$ cat src/rtl/conv1_feed_ctrl.sv
// conv1_feed_ctrl: feed controller for the first convolution layer.
// For every image it makes NUM_FILTERS passes. Each pass clears the line
// buffer, streams every pixel from image memory in raster order, and pushes
// each pixel into the line buffer. It also flags which line-buffer output
// columns form a full 3-wide window.
//
// Optional feature: define CONV1_FEED_ABORT_EN to add the 'abort' input.
// The default build has no abort port.
//
// Ports:
//   clk, resetn    - clock (rising edge) and asynchronous active-low reset
//   start          - one-cycle request to process an image (honoured only when idle)
//   stall          - downstream backpressure; freezes streaming
//   abort          - (CONV1_FEED_ABORT_EN only) return to idle and clear the line buffer
//   mem_rd_en      - image memory read strobe
//   mem_addr       - image memory read address
//   mem_rd_data    - read data, valid one cycle after mem_rd_en
//   lb_new_filter  - line-buffer clear pulse
//   lb_data_push   - line-buffer push strobe
//   lb_data_in     - pixel to the line buffer
//   win_col_valid  - line-buffer output column is the right edge of a 3-wide window
//   filter_idx     - active filter pass
//   busy           - high whenever not idle
//   done           - one-cycle completion pulse
module conv1_feed_ctrl #(
    parameter int DATA_WIDTH  = 8,
    parameter int IMG_W       = 28,
    parameter int IMG_H       = 28,
    parameter int NUM_FILTERS = 6,
    parameter int ADDR_WIDTH  = $clog2(IMG_W * IMG_H)
) (
    input  logic                           clk,
    input  logic                           resetn,
    input  logic                           start,
    input  logic                           stall,
`ifdef CONV1_FEED_ABORT_EN
    input  logic                           abort,
`endif
    output logic                           mem_rd_en,
    output logic [ADDR_WIDTH-1:0]          mem_addr,
    input  logic [DATA_WIDTH-1:0]          mem_rd_data,
    output logic                           lb_new_filter,
    output logic                           lb_data_push,
    output logic [DATA_WIDTH-1:0]          lb_data_in,
    output logic                           win_col_valid,
    output logic [$clog2(NUM_FILTERS)-1:0] filter_idx,
    output logic                           busy,
    output logic                           done
);

    localparam int COL_W = (IMG_W > 1) ? $clog2(IMG_W) : 1;
    localparam int ROW_W = (IMG_H > 1) ? $clog2(IMG_H) : 1;
    localparam int FI_W  = $clog2(NUM_FILTERS);

    typedef enum logic [2:0] {StIdle, StClear, StStream, StDrain, StDone} state_t;

    state_t              state_q, state_d;
    logic [COL_W-1:0]    col_q, col_d;
    logic [ROW_W-1:0]    row_q, row_d;
    logic [ADDR_WIDTH-1:0] addr_q, addr_d;
    logic [FI_W-1:0]     fidx_q, fidx_d;
    logic                drain_q, drain_d;

    // Read/push pipeline: push_col_q is the column of the pixel being pushed.
    logic                push_q;
    logic [COL_W-1:0]    push_col_q;
    logic                win_q;
    logic                abort_clr_q;

    logic                rd_en;
    logic                clear;
    logic                done_w;
    logic                abort_hit;

`ifdef CONV1_FEED_ABORT_EN
    assign abort_hit = abort && (state_q != StIdle);
`else
    assign abort_hit = 1'b0;
`endif

    always_comb begin
        state_d = state_q;
        col_d   = col_q;
        row_d   = row_q;
        addr_d  = addr_q;
        fidx_d  = fidx_q;
        drain_d = drain_q;
        rd_en   = 1'b0;
        clear   = 1'b0;
        done_w  = 1'b0;
        unique case (state_q)
            StIdle: begin
                if (start) begin
                    state_d = StClear;
                    fidx_d  = '0;
                end
            end
            StClear: begin
                clear   = 1'b1;
                col_d   = '0;
                row_d   = '0;
                addr_d  = '0;
                drain_d = 1'b0;
                state_d = StStream;
            end
            StStream: begin
                if (!stall) begin
                    rd_en = 1'b1;
                    if (row_q == ROW_W'(IMG_H - 1) && col_q == COL_W'(IMG_W - 1)) begin
                        state_d = StDrain;
                        drain_d = 1'b0;
                    end else begin
                        addr_d = addr_q + 1'b1;
                        if (col_q == COL_W'(IMG_W - 1)) begin
                            col_d = '0;
                            row_d = row_q + 1'b1;
                        end else begin
                            col_d = col_q + 1'b1;
                        end
                    end
                end
            end
            StDrain: begin
                // Two cycles: memory read latency plus line-buffer output latency.
                drain_d = 1'b1;
                if (drain_q) begin
                    drain_d = 1'b0;
                    if (fidx_q == FI_W'(NUM_FILTERS - 1)) begin
                        state_d = StDone;
                        fidx_d  = '0;
                    end else begin
                        state_d = StClear;
                        fidx_d  = fidx_q + 1'b1;
                    end
                end
            end
            StDone: begin
                done_w  = 1'b1;
                state_d = StIdle;
            end
            default: state_d = StIdle;
        endcase
        if (abort_hit) begin
            state_d = StIdle;
            fidx_d  = '0;
            drain_d = 1'b0;
            rd_en   = 1'b0;
            clear   = 1'b0;
            done_w  = 1'b0;
        end
    end

    always_ff @(posedge clk or negedge resetn) begin
        if (!resetn) begin
            state_q     <= StIdle;
            col_q       <= '0;
            row_q       <= '0;
            addr_q      <= '0;
            fidx_q      <= '0;
            drain_q     <= 1'b0;
            push_q      <= 1'b0;
            push_col_q  <= '0;
            win_q       <= 1'b0;
            abort_clr_q <= 1'b0;
        end else begin
            state_q     <= state_d;
            col_q       <= col_d;
            row_q       <= row_d;
            addr_q      <= addr_d;
            fidx_q      <= fidx_d;
            drain_q     <= drain_d;
            push_q      <= rd_en;
            if (rd_en) begin
                push_col_q <= col_q;
            end
            win_q       <= abort_hit ? 1'b0 : (push_q && push_col_q >= COL_W'(2));
            abort_clr_q <= abort_hit;
        end
    end

    assign mem_rd_en     = rd_en;
    assign mem_addr      = addr_q;
    assign lb_new_filter = clear || abort_clr_q;
    assign lb_data_push  = push_q;
    assign lb_data_in    = push_q ? mem_rd_data : '0;
    assign win_col_valid = win_q;
    assign filter_idx    = fidx_q;
    assign busy          = (state_q != StIdle);
    assign done          = done_w;

endmodule

$ cat config.mk
export PLATFORM = sky130hd
export DESIGN_NAME = conv1_feed_ctrl
export DESIGN_NICKNAME = d
export VERILOG_FILES = /design/src/rtl/conv1_feed_ctrl.sv
export SDC_FILE = /design/constraint.sdc
export NUM_CORES = 1
export LEC_CHECK = 0
export ABC_AREA = 1
export CAP_MARGIN = 20
export CORE_MARGIN = 2
export CORE_UTILIZATION = 60
export DETAILED_ROUTE_END_ITERATION = 8
export DONT_BUFFER_PORTS = 1
export PLACE_DENSITY = 0.81
export SYNTH_ARGS = -nofsm -noshare
export SYNTH_HDL_FRONTEND = slang
export SYNTH_SLANG_ARGS = --single-unit
export TNS_END_PERCENT = 20
$ cat constraint.sdc
create_clock -name clk -period 2.15 [get_ports clk]
set_input_delay 0.5375 -clock clk [delete_from_list [all_inputs] [get_ports clk]]
set_output_delay 0.5375 -clock clk [all_outputs]
set_load 0.03 [all_outputs]
==> metrics.md, run 1 <==
| Metric | Value |
|---|---|
| Status | finished clean |
| Setup TNS | 0 ns |
| Number of global-route vias before repair | 1394 |
| Resized cells post-CTS | 0 |
| Unique masters post-synth | 29 |
| Maximum number of pins on one net before global-route repair | 34 |
| Vias/cell | 5.107 |
| Synth Area in XOR/XNOR | 0.02292 |
| Critical path arrival | 1.45 ns |
| Placer Congestion | 0.8862 |
| R2R depth | 8 |
| Worst R2R Start | state_q[0]$_DFFE_PN0P_ |
| Worst slew pin tran | 0.4988 ns |
| IO Pins | 39 |
| Vias | 1573 |
| Sequential-to-total area share from yosys stat | 0.4322 |
| CTS root buffer | clkbuf_4 |
| Synth area leaders | dfrtp_1 (43%), nand2_1 (18%), inv_1 (6.9%) |
| Cells after synthesis | 259 |
| Grt ovf | 0 |
| Die area | 0.003652 mm2 |
| Clock latency at the later pin of the worst-skew pair | 0.33 ns |
| YS warnings | 0 |
| Share of Yosys cell area claimed by the top area cell type | 0.4322 |
| CP Capture Type | primary output |
| CTS tree | built |
| Die W | 60.43 um |
| Worst Hold Class | input port to asynchronous set/reset pin |
| Synth top cells by count | nand2_1 (91), inv_1 (35), dfrtp_1 (33) |
| Setup crit start kind | flop |
| Antenna Nets Post-Route | 0 |
| Most common cell in the netlist | nand2_1 |
| Reg area | 825.8 um2 |
| Layout area overhead | 5.763% |
| Area leader, netlist | dfrtp_1 |
| Post-synth EDFFs | 0 |
| Syn Area/Cell | 7.377 um2 |
| Cell leakage power | 1.060 nW |
| Fill cell count | 263 |
| Power Dens Cells | 826.5 mW/mm2 |
| Worst slew margin | 0.6675 |
| Top FF cell, synth | dfrtp_1 |
| Max Cap Violations | 0 |
| Total CTS buffers | 5 |
| Crit share post-route | 0.9231 |
| Synth Area in Compound Gates | 0.08906 |
| Final WL | 3.503 mm |
| Overall routing resource usage | 0.2225 |
| Syn_nets | 274 |
| Unrepaired setup endpoints after global routing | no |
| Post-synthesis simple-gate area fraction | 0.3471 |
| Slew Limit Fails | 0 |
| Initial antenna violation count | 0 |
| # rows | 20 |
| Multi-input logic area | 914.6 um2 |
| Initial DRC count | 80 |
| Post-CTS setup buffers | 0 |
| Post-synthesis adder-cell area fraction | 0.01965 |
| R2R Setup Slk | 0.37 ns |
| Clock tree buffer depth | 2 |
| Core ar. | 0.003053 mm2 |
| Post-DP HPWL | 2.580 mm |
| Post-route minimum period | 1.985 ns |
| Port Buf Inserts | 0 |
| Clock transition at path regs | 0.09 ns |
| Count of state elements after synthesis | 33 |
| Layout cells sized above 1 | 0.08333 |
| Clock Sinks | 33 |
| Proportion of synthesized area in mux cells | 0 |
| Post-synth ARST share | 1.000 |
| First-pass GRT wire length | 6.078 mm |
| Largest family of logic cells by synthesized area | simple AND/OR/NAND/NOR gates |
| CTS HTree Levels | 2 |
| Skew final | 0.003144 ns |
| Cell Area, Synth | 0.001911 mm2 |
| Cts hold-fix bufs | 1 |
| Antenna cells | 0 |
| CP Max Fanout | 15 |
| DR WL/cell | 11.37 um |
| Pwr Total | 1.670 mW |
| Required @ worst endpoint | 1.61 ns |
| Critical path type | flop to primary output |
| Fmax | 503.9 MHz |
| Max IR drop VDD | 0.4000 mV |
| TritonRoute pass-1 iters | 4 |
| Net count, final | 279 |
| Setup violations, final | 0 |
| Initial Util | 0.6258 |
| Die Y-Extent | 60.43 um |
| Worst r2r dst | row_q[2]$_DFFE_PN0P_ |
| Final Hold Violating Endpoints | 0 |
| # DRC | 0 |
[critical path: stages, from the launching register on]
cell and delay [ns]:
dfrtp_1 0.45, nor2_2 0.23, nand2_4 0.14, nor2_8 0.30
[per-stage QoR]
step	util	instance area (um2)	std cells	hold WS [ns]	setup WS, ns
finish	0.6619	2021	308	0.01897	0.1653
CTS	0.6619	2021	308	0.02017	0.1498
global placement	0.6373	1946	300	0.2425	0.4432
global route	0.6619	2021	308	0.01201	0.03048
detailed placement	0.6373	1946	300	0.2426	0.3918
floorplan	-	1911	259	0.2419	0.4269
[state kept, by name, indices dropped and copies added, names as in the netlist]
register	cells
col_q	5
drain_q	1
filter_idx	3
lb_data_push	1
mem_addr	10
push_col_q	4
row_q	5
state_q	3
win_col_valid	1
[layout make-up]
cell class	count	share of cell area
multi-input cells	185	0.4526
flip-flops and latches	33	0.4087
inverters	36	0.06687
clock buffers	7	0.02724
well taps	44	0.02724
repair buffers	3	0.01734
[report_power, final]
| group | internal (mW) | switching [mW] |
|---|---|---|
| Clock | 0.154 | 0.187 |
| Sequential | 0.741 | 0.236 |
| Combinational | 0.143 | 0.209 |
| Total | 1.04 | 0.632 |
[worst max path at each step]
| stage | from | endpoint | slack (ns) | depth (start not counted) |
|---|---|---|---|---|
| global placement | state_q[0]$_DFFE_PN0P_ | row_q[0]$_DFFE_PN0P_ | 0.44 | 8 |
| detailed placement | state_q[0]$_DFFE_PN0P_ | row_q[2]$_DFFE_PN0P_ | 0.39 | 8 |
| floorplan | state_q[1]$_DFFE_PN0P_ | done | 0.43 | 1 |
| global route | state_q[0]$_DFFE_PN0P_ | mem_rd_en | 0.03 | 3 |
| CTS | state_q[0]$_DFFE_PN0P_ | mem_rd_en | 0.15 | 3 |
| finish | state_q[0]$_DFFE_PN0P_ | mem_rd_en | 0.17 | 3 |
[placed cells by master, fill, tap and decap left out, drive strengths merged]
cell	count
a21oi	9
a31oi	1
buf	3
clkbuf	7
dfrtp	33
ha	3
inv	36
nand2	96
nand3	22
nand3b	3
nor2	21
nor3	4
o21a	1
o21ai	17
o21bai	2
or2	1
xnor2	1
xor2	4
[layer usage]
| metal | track usage | vias to the layer above | wire (um) |
|---|---|---|---|
| li1 | - | 819 | - |
| met1 | 0.3015 | 714 | 1700 |
| met2 | 0.3385 | 35 | 1566 |
| met3 | 0.07036 | 5 | 184 |
| met4 | 0.08075 | 0 | 53 |
| met5 | 0 | - | 0 |
[cell families (layout without fill, tap and decap cells)]
group | Yosys count | in the layout
AND/OR/NAND/NOR | 147 | 147
buffers and inverters | 41 | 46
flip-flops | 33 | 33
XOR/XNOR | 5 | 5
AO/OA/AOI/OAI | 30 | 30
adder cells (fa/ha/maj) | 3 | 3
(Power assumes the default switching activity.)
==> run 2: changes to the inputs <==
==> constraint.sdc (replaced) <==
create_clock -name clk -period 2.1 [get_ports clk]
set_input_delay 0.525 -clock clk [delete_from_list [all_inputs] [get_ports clk]]
set_output_delay 0.525 -clock clk [all_outputs]
set_load 0.03 [all_outputs]
==> run 2 against run 1 <==
Combinational power increased by 2%. Die area unchanged. Critical path depth unchanged. Count of clock-buffer cells in the layout unchanged. Register-to-register slack about the same. Critical endpoint unchanged. Largest power group unchanged.
==> metrics.md, run 2 (synthesis results as in run 1) <==
| Metric | Value |
|---|---|
| Status | finished clean |
| Fmax | 519.0 MHz |
| Layout cells sized above 1 | 0.09363 (+0.01030) |
| First-pass GRT wire length | 5.892 mm (-3.1%) |
| Worst slew margin | 0.6689 (+0.001396) |
| Die area | 0.003652 mm2 (unchanged) |
| Worst slew pin tran | 0.4967 ns (-0.002095 ns) |
| Clock transition at path regs | 0.10 ns (about the same) |
| Max Cap Violations | 0 (unchanged) |
| Final Hold Violating Endpoints | 0 (unchanged) |
| Setup crit start kind | flop |
| Layout area overhead | 7.466% |
| CTS tree | built |
| # rows | 20 (unchanged) |
| Fill cell count | 258 (-1.9%) |
| Number of global-route vias before repair | 1385 (-0.65%) |
| Pwr Total | 1.762 mW (+5.5%) |
| Unrepaired setup endpoints after global routing | no |
| Clock tree buffer depth | 2 (unchanged) |
| WHS | 0.3580 ns (+0.3390 ns) |
| Die W | 60.43 um (unchanged) |
| Max IR drop VDD | 0.3971 mV (-0.71%) |
| Final WL | 3.567 mm (+1.8%) |
| Slew Limit Fails | 0 (unchanged) |
| Core ar. | 0.003053 mm2 (unchanged) |
| Net count, final | 281 (+0.72%) |
| Critical path type | flop to primary output |
| Initial antenna violation count | 0 (unchanged) |
| Max reg flops | 10 (unchanged) |
| Most common cell after layout, fill and taps aside | nand2_1 |
| CP Capture Type | primary output |
| Post-DP HPWL | 2.606 mm (+1.0%) |
| Power Dens Cells | 858.1 mW/mm2 (+3.8%) |
| Vias | 1591 (+1.1%) |
| # DRC | 0 (unchanged) |
| Required @ worst endpoint | 1.57 ns (-0.04 ns) |
| Maximum number of pins on one net before global-route repair | 34 (unchanged) |
| Cell leakage power | 1.079 nW (+1.8%) |
| Initial DRC count | 108 (+35%) |
| CTS root buffer | clkbuf_4 |
| Setup violations, final | 0 (unchanged) |
| Critical path arrival | 1.40 ns (-0.05 ns) |
| Post-route minimum period | 1.927 ns |
| Commonest non-fill, non-tap cells in the layout | nand2_1 (91), inv_1 (35), dfrtp_1 (33) |
| DR WL/cell | 11.47 um (+0.84%) |
| Crit share post-route | 0.9175 |
| IO Pins | 39 (unchanged) |
| Initial Util | 0.6258 (unchanged) |
| Worst Hold Class | input port to flop |
| Clock Sinks | 33 (unchanged) |
| Setup TNS | 0 ns (unchanged) |
| Die Y-Extent | 60.43 um (unchanged) |
| Port Buf Inserts | 0 (unchanged) |
| Antenna cells | 0 (unchanged) |
| Overall routing resource usage | 0.2189 (-0.003630) |
| Skew final | 0.009663 ns (+0.006520 ns) |
| CTS HTree Levels | 2 (unchanged) |
| Antenna Nets Post-Route | 0 (unchanged) |
| Post-Route Utilization | 0.6725 (+0.01066) |
| CP Max Fanout | 9 (-6) |
| Clock latency at the later pin of the worst-skew pair | 0.33 ns (about the same) |
| TritonRoute pass-1 iters | 4 (unchanged) |
| Grt ovf | 0 (unchanged) |
| Placer Congestion | 0.8672 (-2.1%) |
| Vias/cell | 5.116 (+0.17%) |
| Total CTS buffers | 5 (unchanged) |
==> run 2: cell types whose count changed in the layout (fill, tap and decap cells not counted), sizes merged <==
cell         before  now
buf               3    4
clkinv            0    1
dlygate4sd3       0    1
==> run 2: area by class of cell <==
class                           instances  area, um2  share of cell area
Multi-Input combinational cell        185      914.6              0.4455
Sequential cell                        33      825.8              0.4022
Inverter                               36      135.1             0.06581
Clock buffer                            7      65.06             0.03169
Tap cell                               44      55.05             0.02681
Timing Repair Buffer                    5      52.55             0.02559
Clock inverter                          1      5.005            0.002438
==> run 2: worst paths after layout <==
check | start | endpoint | slack [ns] | cells past startpoint
worst min register to register | col_q[4]$_DFFE_PN0P_ | push_col_q[4]$_DFFE_PN0P_ | 0.51 | 2
worst min-delay path | stall | push_col_q[4]$_DFFE_PN0P_ | 0.36 | 2
min in group asynchronous | resetn | mem_addr[5]$_DFFE_PN0P_ | 0.63 | 2
max in group asynchronous | resetn | mem_addr[7]$_DFFE_PN0P_ | 1.29 | 2
worst max register to register | state_q[0]$_DFFE_PN0P_ | row_q[2]$_DFFE_PN0P_ | 0.38 | 8
worst max-delay path | state_q[0]$_DFFE_PN0P_ | mem_rd_en | 0.17 | 3
==> run 2: worst max-delay path: stages (launching register included) <==
cell and delay (ns):
dfrtp_1 0.45, nor2_2 0.23, nand2_4 0.14, nor2_8 0.25
==> run 2: per-stage QoR <==
stage	cells	cell area (um2)	worst slack [ns]
after floorplan	259	1911	0.3894
after global placement	301	1953	0.4575
after detailed placement	301	1953	0.3999
after CTS	311	2053	0.1541
after global routing	311	2053	0.06618
final	311	2053	0.1733
==> run 2: repair_timing <==
action                                  CTS  global route
hold buffers                              2             0
resized for setup                         0             0
buffers inserted                          0             0
endpoints found under the setup margin    0             0
endpoints found under the hold margin    33             0
==> run 2: routing by layer <==
| metal | track usage | wire length, um | share of wire |
|---|---|---|---|
| met4 | 0.09317 | 54 | 0.015 |
| met3 | 0.06183 | 227 | 0.064 |
| met5 | 0 | 0 | 0 |
| met1 | 0.2963 | 1691 | 0.47 |
| met2 | 0.3323 | 1593 | 0.45 |
==> run 2: where the power goes <==
| group | internal (mW) | switching [mW] | total [mW] |
|---|---|---|---|
| Combinational | 0.149 | 0.211 | 0.360 |
| Clock | 0.194 | 0.206 | 0.400 |
| Sequential | 0.758 | 0.244 | 1.00 |
| Total | 1.10 | 0.661 | 1.76 |
==> RTL change 1 (flow settings as in run 2) <==
The parameter `IMG_W` goes from 28 to 32.
--- a/src/rtl/conv1_feed_ctrl.sv
+++ b/src/rtl/conv1_feed_ctrl.sv
@@ -25,5 +25,5 @@
 module conv1_feed_ctrl #(
     parameter int DATA_WIDTH  = 8,
-    parameter int IMG_W       = 28,
+    parameter int IMG_W       = 32,
     parameter int IMG_H       = 28,
     parameter int NUM_FILTERS = 6,
Behaviour: same outputs for any inputs over 10 cycles, from zero or initial values and one cycle with resetn low; that may be too few to reach the edited logic, so the function may still have changed.
==> RTL change 1 against run 2 <==
Total power is 2.1% lower. Critical path depth is 1 lower. Setup slack better by 0.041 ns. Sequential cell count stayed put. Routed wire length is 3.4% higher. Area after synthesis is 0.72% higher. Design area is 0.91% higher. Final cell count is 0.96% lower. Critical path type unchanged. Critical endpoint is now lb_data_in[2]. Largest power group unchanged.
==> RTL change 1: results (changes against run 2) <==
placed_design:
  gp_congestion: 0.842  # -3.0%
  dpl.hpwl_mm: 2.65  # +1.7%
  dpl.cell_count: 298  # -1.0%
setup_path:
  r2r_setup_slack_ns: 0.23  # -0.15 ns
  worst-r2r-cell-count: 10  # +2
  crit_family: "flip-flops"
  worstPathArrival_ns: 1.36  # -0.04 ns
  slowest_delay_ns: 0.67  # +0.22 ns
  path_max_fanout: 10  # +1
  reg2reg_from: "col_q[1]$_DFFE_PN0P_"
  r2r_end: "row_q[3]$_DFFE_PN0P_"
detailed_routing:
  via_per_inst: 5.22  # +2.1%
  wl_per_cell_um: 12.0  # +4.4%
sta:
  max_slew_margin: 0.662  # -0.00695
  fin_skew_ns: 0.00534  # -0.00433 ns
finish:
  final_layout_size_suffix_gt1_frac: 0.0833  # -0.0103
  final_nets: 279  # -0.71%
synthesis:
  yosysUniqueCellTypes: 32  # +10%
  ys_top_cells_by_count: "nand2_1, nand3_1, dfrtp_1, inv_1, nor2_1"
  seq_area_frac_synth: 0.429  # -0.00309
  synth_fp_nets: 272  # -0.73%
  netlist_top_cells_area: "dfrtp_1, nand2_1, nand3_1"
hold_path:
  hold_depth: 1  # -1
  hold-path-endpoint: "lb_data_push$_DFF_PN0_"
power_and_ir_drop:
  ir_drop_mv: 0.544  # +37%
  power.leakage_nw: 1.19  # +11%
run_status:
  status: "finished, final reports clean"
global_route:
  grt_usage: 0.236  # +0.0174
-- RTL change 1: changes by cell type after synthesis, moves of 3 or more --
cell     delta
nand2_1    -16
nand3_1    +22
a21oi_1     -7
o21ai_1     -6
nand4_1     +3
-- RTL change 1: final cells by class --
type | count | area, um^2
Clock buffer | 7 | 65.1
Clock inverter | 1 | 5.00
Fill cell | 269 | 981
Inverter | 35 | 131
Multi-Input combinational cell | 183 | 937
Sequential cell | 33 | 826
Tap cell | 44 | 55.1
Timing Repair Buffer | 5 | 52.6
-- RTL change 1: logic make-up after synthesis --
family / Yosys count / synth area share
flip-flops: 33 / 0.429
XOR/XNOR: 8 / 0.0364
adder cells (fa/ha/maj): 4 / 0.0260
buffers and inverters: 40 / 0.0865
AND/OR/NAND/NOR: 154 / 0.370
AO/OA/AOI/OAI: 17 / 0.0520
-- RTL change 1: repair_timing --
action,CTS,global route
hold endpoints to repair,33,0
resized for setup,0,1
hold buffers,2,0
setup endpoints to repair,0,10
-- RTL change 1: worst max-delay path by stage --
stage	startpoint	endpoint	cells past startpoint
finish	lb_data_push$_DFF_PN0_	lb_data_in[2]	2
CTS	col_q[0]$_DFFE_PN0P_	row_q[2]$_DFFE_PN0P_	10
floorplan	col_q[0]$_DFFE_PN0P_	mem_addr[3]$_DFFE_PN0P_	10
detailed placement	col_q[0]$_DFFE_PN0P_	mem_addr[8]$_DFFE_PN0P_	9
global route	col_q[1]$_DFFE_PN0P_	row_q[2]$_DFFE_PN0P_	10
global placement	col_q[0]$_DFFE_PN0P_	mem_addr[8]$_DFFE_PN0P_	9
-- RTL change 1: per-layer routing --
metal / track usage / vias to the layer above / share of wire
met3: 0.0832 / 6 / 0.040
met1: 0.309 / 742 / 0.48
li1: - / 832 / -
met4: 0.0745 / 0 / 0.012
met5: 0 / - / 0
met2: 0.370 / 29 / 0.46
-- RTL change 1: power by group --
part	switching (mW)	total, mW	leakage, nW	internal, mW
clock network	0.221	0.415	0.0413	0.194
logic	0.184	0.320	0.724	0.136
registers	0.235	0.989	0.428	0.754
-- RTL change 1: per-stage QoR --
step           area (um^2)  setup WS, ns   util  power [mW]  hold WS, ns
2_1_floorplan         1920         0.397      -        1.23        0.229
3_3_place_gp          1970         0.266  0.644        1.30        0.230
3_5_place_dp          1970         0.171  0.644        1.31        0.230
4_1_cts               2070         0.144  0.677        1.73        0.275
5_1_grt               2070        0.0119  0.679        1.85        0.252
6_report              2070         0.214  0.679        1.72        0.283
-- RTL change 1: worst reg2reg max path, delay by kind of cell (launching register included) --
family / cells / cell delay [ns]
fa+ha+maj: 2 / 0.43
buf+inv: 1 / 0.05
flops: 1 / 0.43
simple gates: 7 / 0.90
==> RTL change 2 (settings of run 2) <==
Without the edit above. Encoding of `state_t`: now one-hot (5 bits for 5 states).
--- a/src/rtl/conv1_feed_ctrl.sv
+++ b/src/rtl/conv1_feed_ctrl.sv
@@ -53,5 +53,5 @@
     localparam int FI_W  = $clog2(NUM_FILTERS);
 
-    typedef enum logic [2:0] {StIdle, StClear, StStream, StDrain, StDone} state_t;
+    typedef enum logic [4:0] {StIdle = 5'b00001, StClear = 5'b00010, StStream = 5'b00100, StDrain = 5'b01000, StDone = 5'b10000} state_t;
 
     state_t              state_q, state_d;
Function: no difference found for any inputs over 10 cycles, from zero or initial values and one cycle with resetn low; not proved beyond that.
==> RTL change 2 against run 2 <==
Fmax decreased by 3.0%. Largest power group unchanged. Routed wire length increased by 12%. Setup slack worse by 0.059 ns. Design area up 6.5%. Register-to-register slack better by 0.10 ns. Total power rose by 11%. Highest routed layer unchanged. Hold slack worse by 0.065 ns. Critical path depth stayed put. Area after synthesis is 6.7% higher. Sequential cell count up 2.
==> RTL change 2: results (changes against run 2) <==
setup_path:
  r2r_end: "mem_addr[8]$_DFFE_PN0P_"
  slowest_delay_ns: 0.47  # +0.02 ns
  path_max_fanout: 6  # -3
  worstPathArrival_ns: 1.46  # +0.06 ns
  r2r_setup_slack_ns: 0.48  # +0.10 ns
  reg2reg_from: "mem_addr[0]$_DFFE_PN0P_"
synthesis:
  yosysUniqueCellTypes: 30  # +3.4%
  synth_fp_nets: 299  # +9.1%
  yosysWarnings: 0  # unchanged
  ys_top_cells_by_count: "nand2_1, dfrtp_1, nor2_1, inv_1, nand3_1"
  avgSynthCellArea_um2: 7.18  # -2.7%
  synth_compound_area_frac: 0.0338  # -0.0553
  seq_area_frac_synth: 0.430  # -0.00189
  synthXorXnorAreaFrac: 0.0172  # -0.00573
  synthAdderAreaFrac: 0.0184  # -0.00123
  netlist_top_cells_area: "dfrtp_1, nand2_1, nor2_1"
  yosysMostFrequentCell: "nand2_1"
detailed_routing:
  drt_iter0_drc: 55  # -49%
  vias: 1733  # +8.9%
  met2_length_mm: 1.82  # +14%
  via_per_inst: 5.11  # about the same
  wl_per_cell_um: 11.8  # +3.1%
  wl_met1_mm: 1.92  # +14%
  remaining_drc_errors: 0  # unchanged
  drtPass1Iterations: 5  # +1
  wl_met3_um: 188  # -17%
placed_design:
  dp_slack_ns: 0.492  # +0.0924 ns
  dpl.hpwl_mm: 2.75  # +5.7%
  gp_congestion: 0.877  # +1.1%
  dpl.cell_count: 329  # +9.3%
  placed_area_um2: 2090  # +6.9%
  io_buffers: 0  # unchanged
hold_path:
  hp-start: "stall"
  hold_depth: 1  # -1
  min_path_type: "primary input to flop"
  hold-path-endpoint: "lb_data_push$_DFF_PN0_"
sta:
  fin_skew_ns: 0.00583  # -0.00383 ns
  max_slew_margin: 0.664  # -0.00509
  hold_slack_ns: 0.293  # -0.0653 ns
global_route:
  use_met2: 0.361  # +0.0291
  grt_pass1_vias: 1598  # +15%
  grt_usage: 0.225  # +0.00581
  met1_usage: 0.279  # -0.0174
  grtUsageMet3: 0.0707  # +0.00882
  grt_max_degree: 35  # +2.9%
  grt_pass1_wl_mm: 6.87  # +17%
finish:
  regArea_um2: 877  # +6.2%
  largest_reg_flops: 10  # unchanged
  final_layout_size_suffix_gt1_frac: 0.0990  # +0.00534
  fillCellCount: 292  # +13%
  final_nets: 307  # +9.3%
power_and_ir_drop:
  ir_drop_mv: 0.905  # +130%
  power.leakage_nw: 1.17  # +8.4%
run_status:
  status: "finished, final reports clean"
clock_network:
  worstSkewPairLatency_ns: 0.34
  htree_levels: 2  # unchanged
  clk_path_buf_depth: 2  # unchanged
[RTL change 2: worst max-delay path by stage]
stage	cells after the start	start	to	slack [ns]
2_1_floorplan	3	state_q[2]$_DFFE_PN0P_	done	0.53
4_1_cts	3	state_q[2]$_DFFE_PN0P_	lb_new_filter	0.1
5_1_grt	3	state_q[2]$_DFFE_PN0P_	lb_new_filter	0.02
3_5_place_dp	3	state_q[2]$_DFFE_PN0P_	lb_new_filter	0.49
6_report	3	state_q[2]$_DFFE_PN0P_	lb_new_filter	0.11
3_3_place_gp	8	state_q[1]$_DFFE_PN0P_	row_q[2]$_DFFE_PN0P_	0.51
[RTL change 2: where the power goes]
| group | switching (mW) | leakage [nW] | internal, mW |
|---|---|---|---|
| clock network | 0.223 | 0.0386 | 0.197 |
| registers | 0.123 | 0.479 | 0.768 |
| logic | 0.459 | 0.652 | 0.178 |
[RTL change 2: cell families (layout without fill, tap and decap cells)]
kind of cell	count (synthesis)	count (layout)
AO/OA/AOI/OAI	12	12
AND/OR/NAND/NOR	194	194
XOR/XNOR	4	4
adder cells (fa/ha/maj)	3	3
flip-flops	35	35
buffers and inverters	36	45
[RTL change 2: area by class of cell]
| cell class | instances | share of cell area |
|---|---|---|
| Inverter | 32 | 0.0549 |
| Multi-Input combinational cell | 213 | 0.462 |
| Sequential cell | 35 | 0.401 |
| Tap cell | 46 | 0.0263 |
| Clock buffer | 8 | 0.0315 |
| Timing Repair Buffer | 5 | 0.0240 |
[RTL change 2: what timing repair did]
| item | 4_1_cts | 5_1_grt |
|---|---|---|
| resized for setup | 0 | 0 |
| hold buffers | 1 | 1 |
| hold endpoints to repair | 34 | 25 |
[RTL change 2: worst max-delay path: cells and delay by family, from the launching register on]
family / cells / cell delay, ns
simple gates: 2 / 0.37
flops: 1 / 0.47
buf+inv: 1 / 0.28
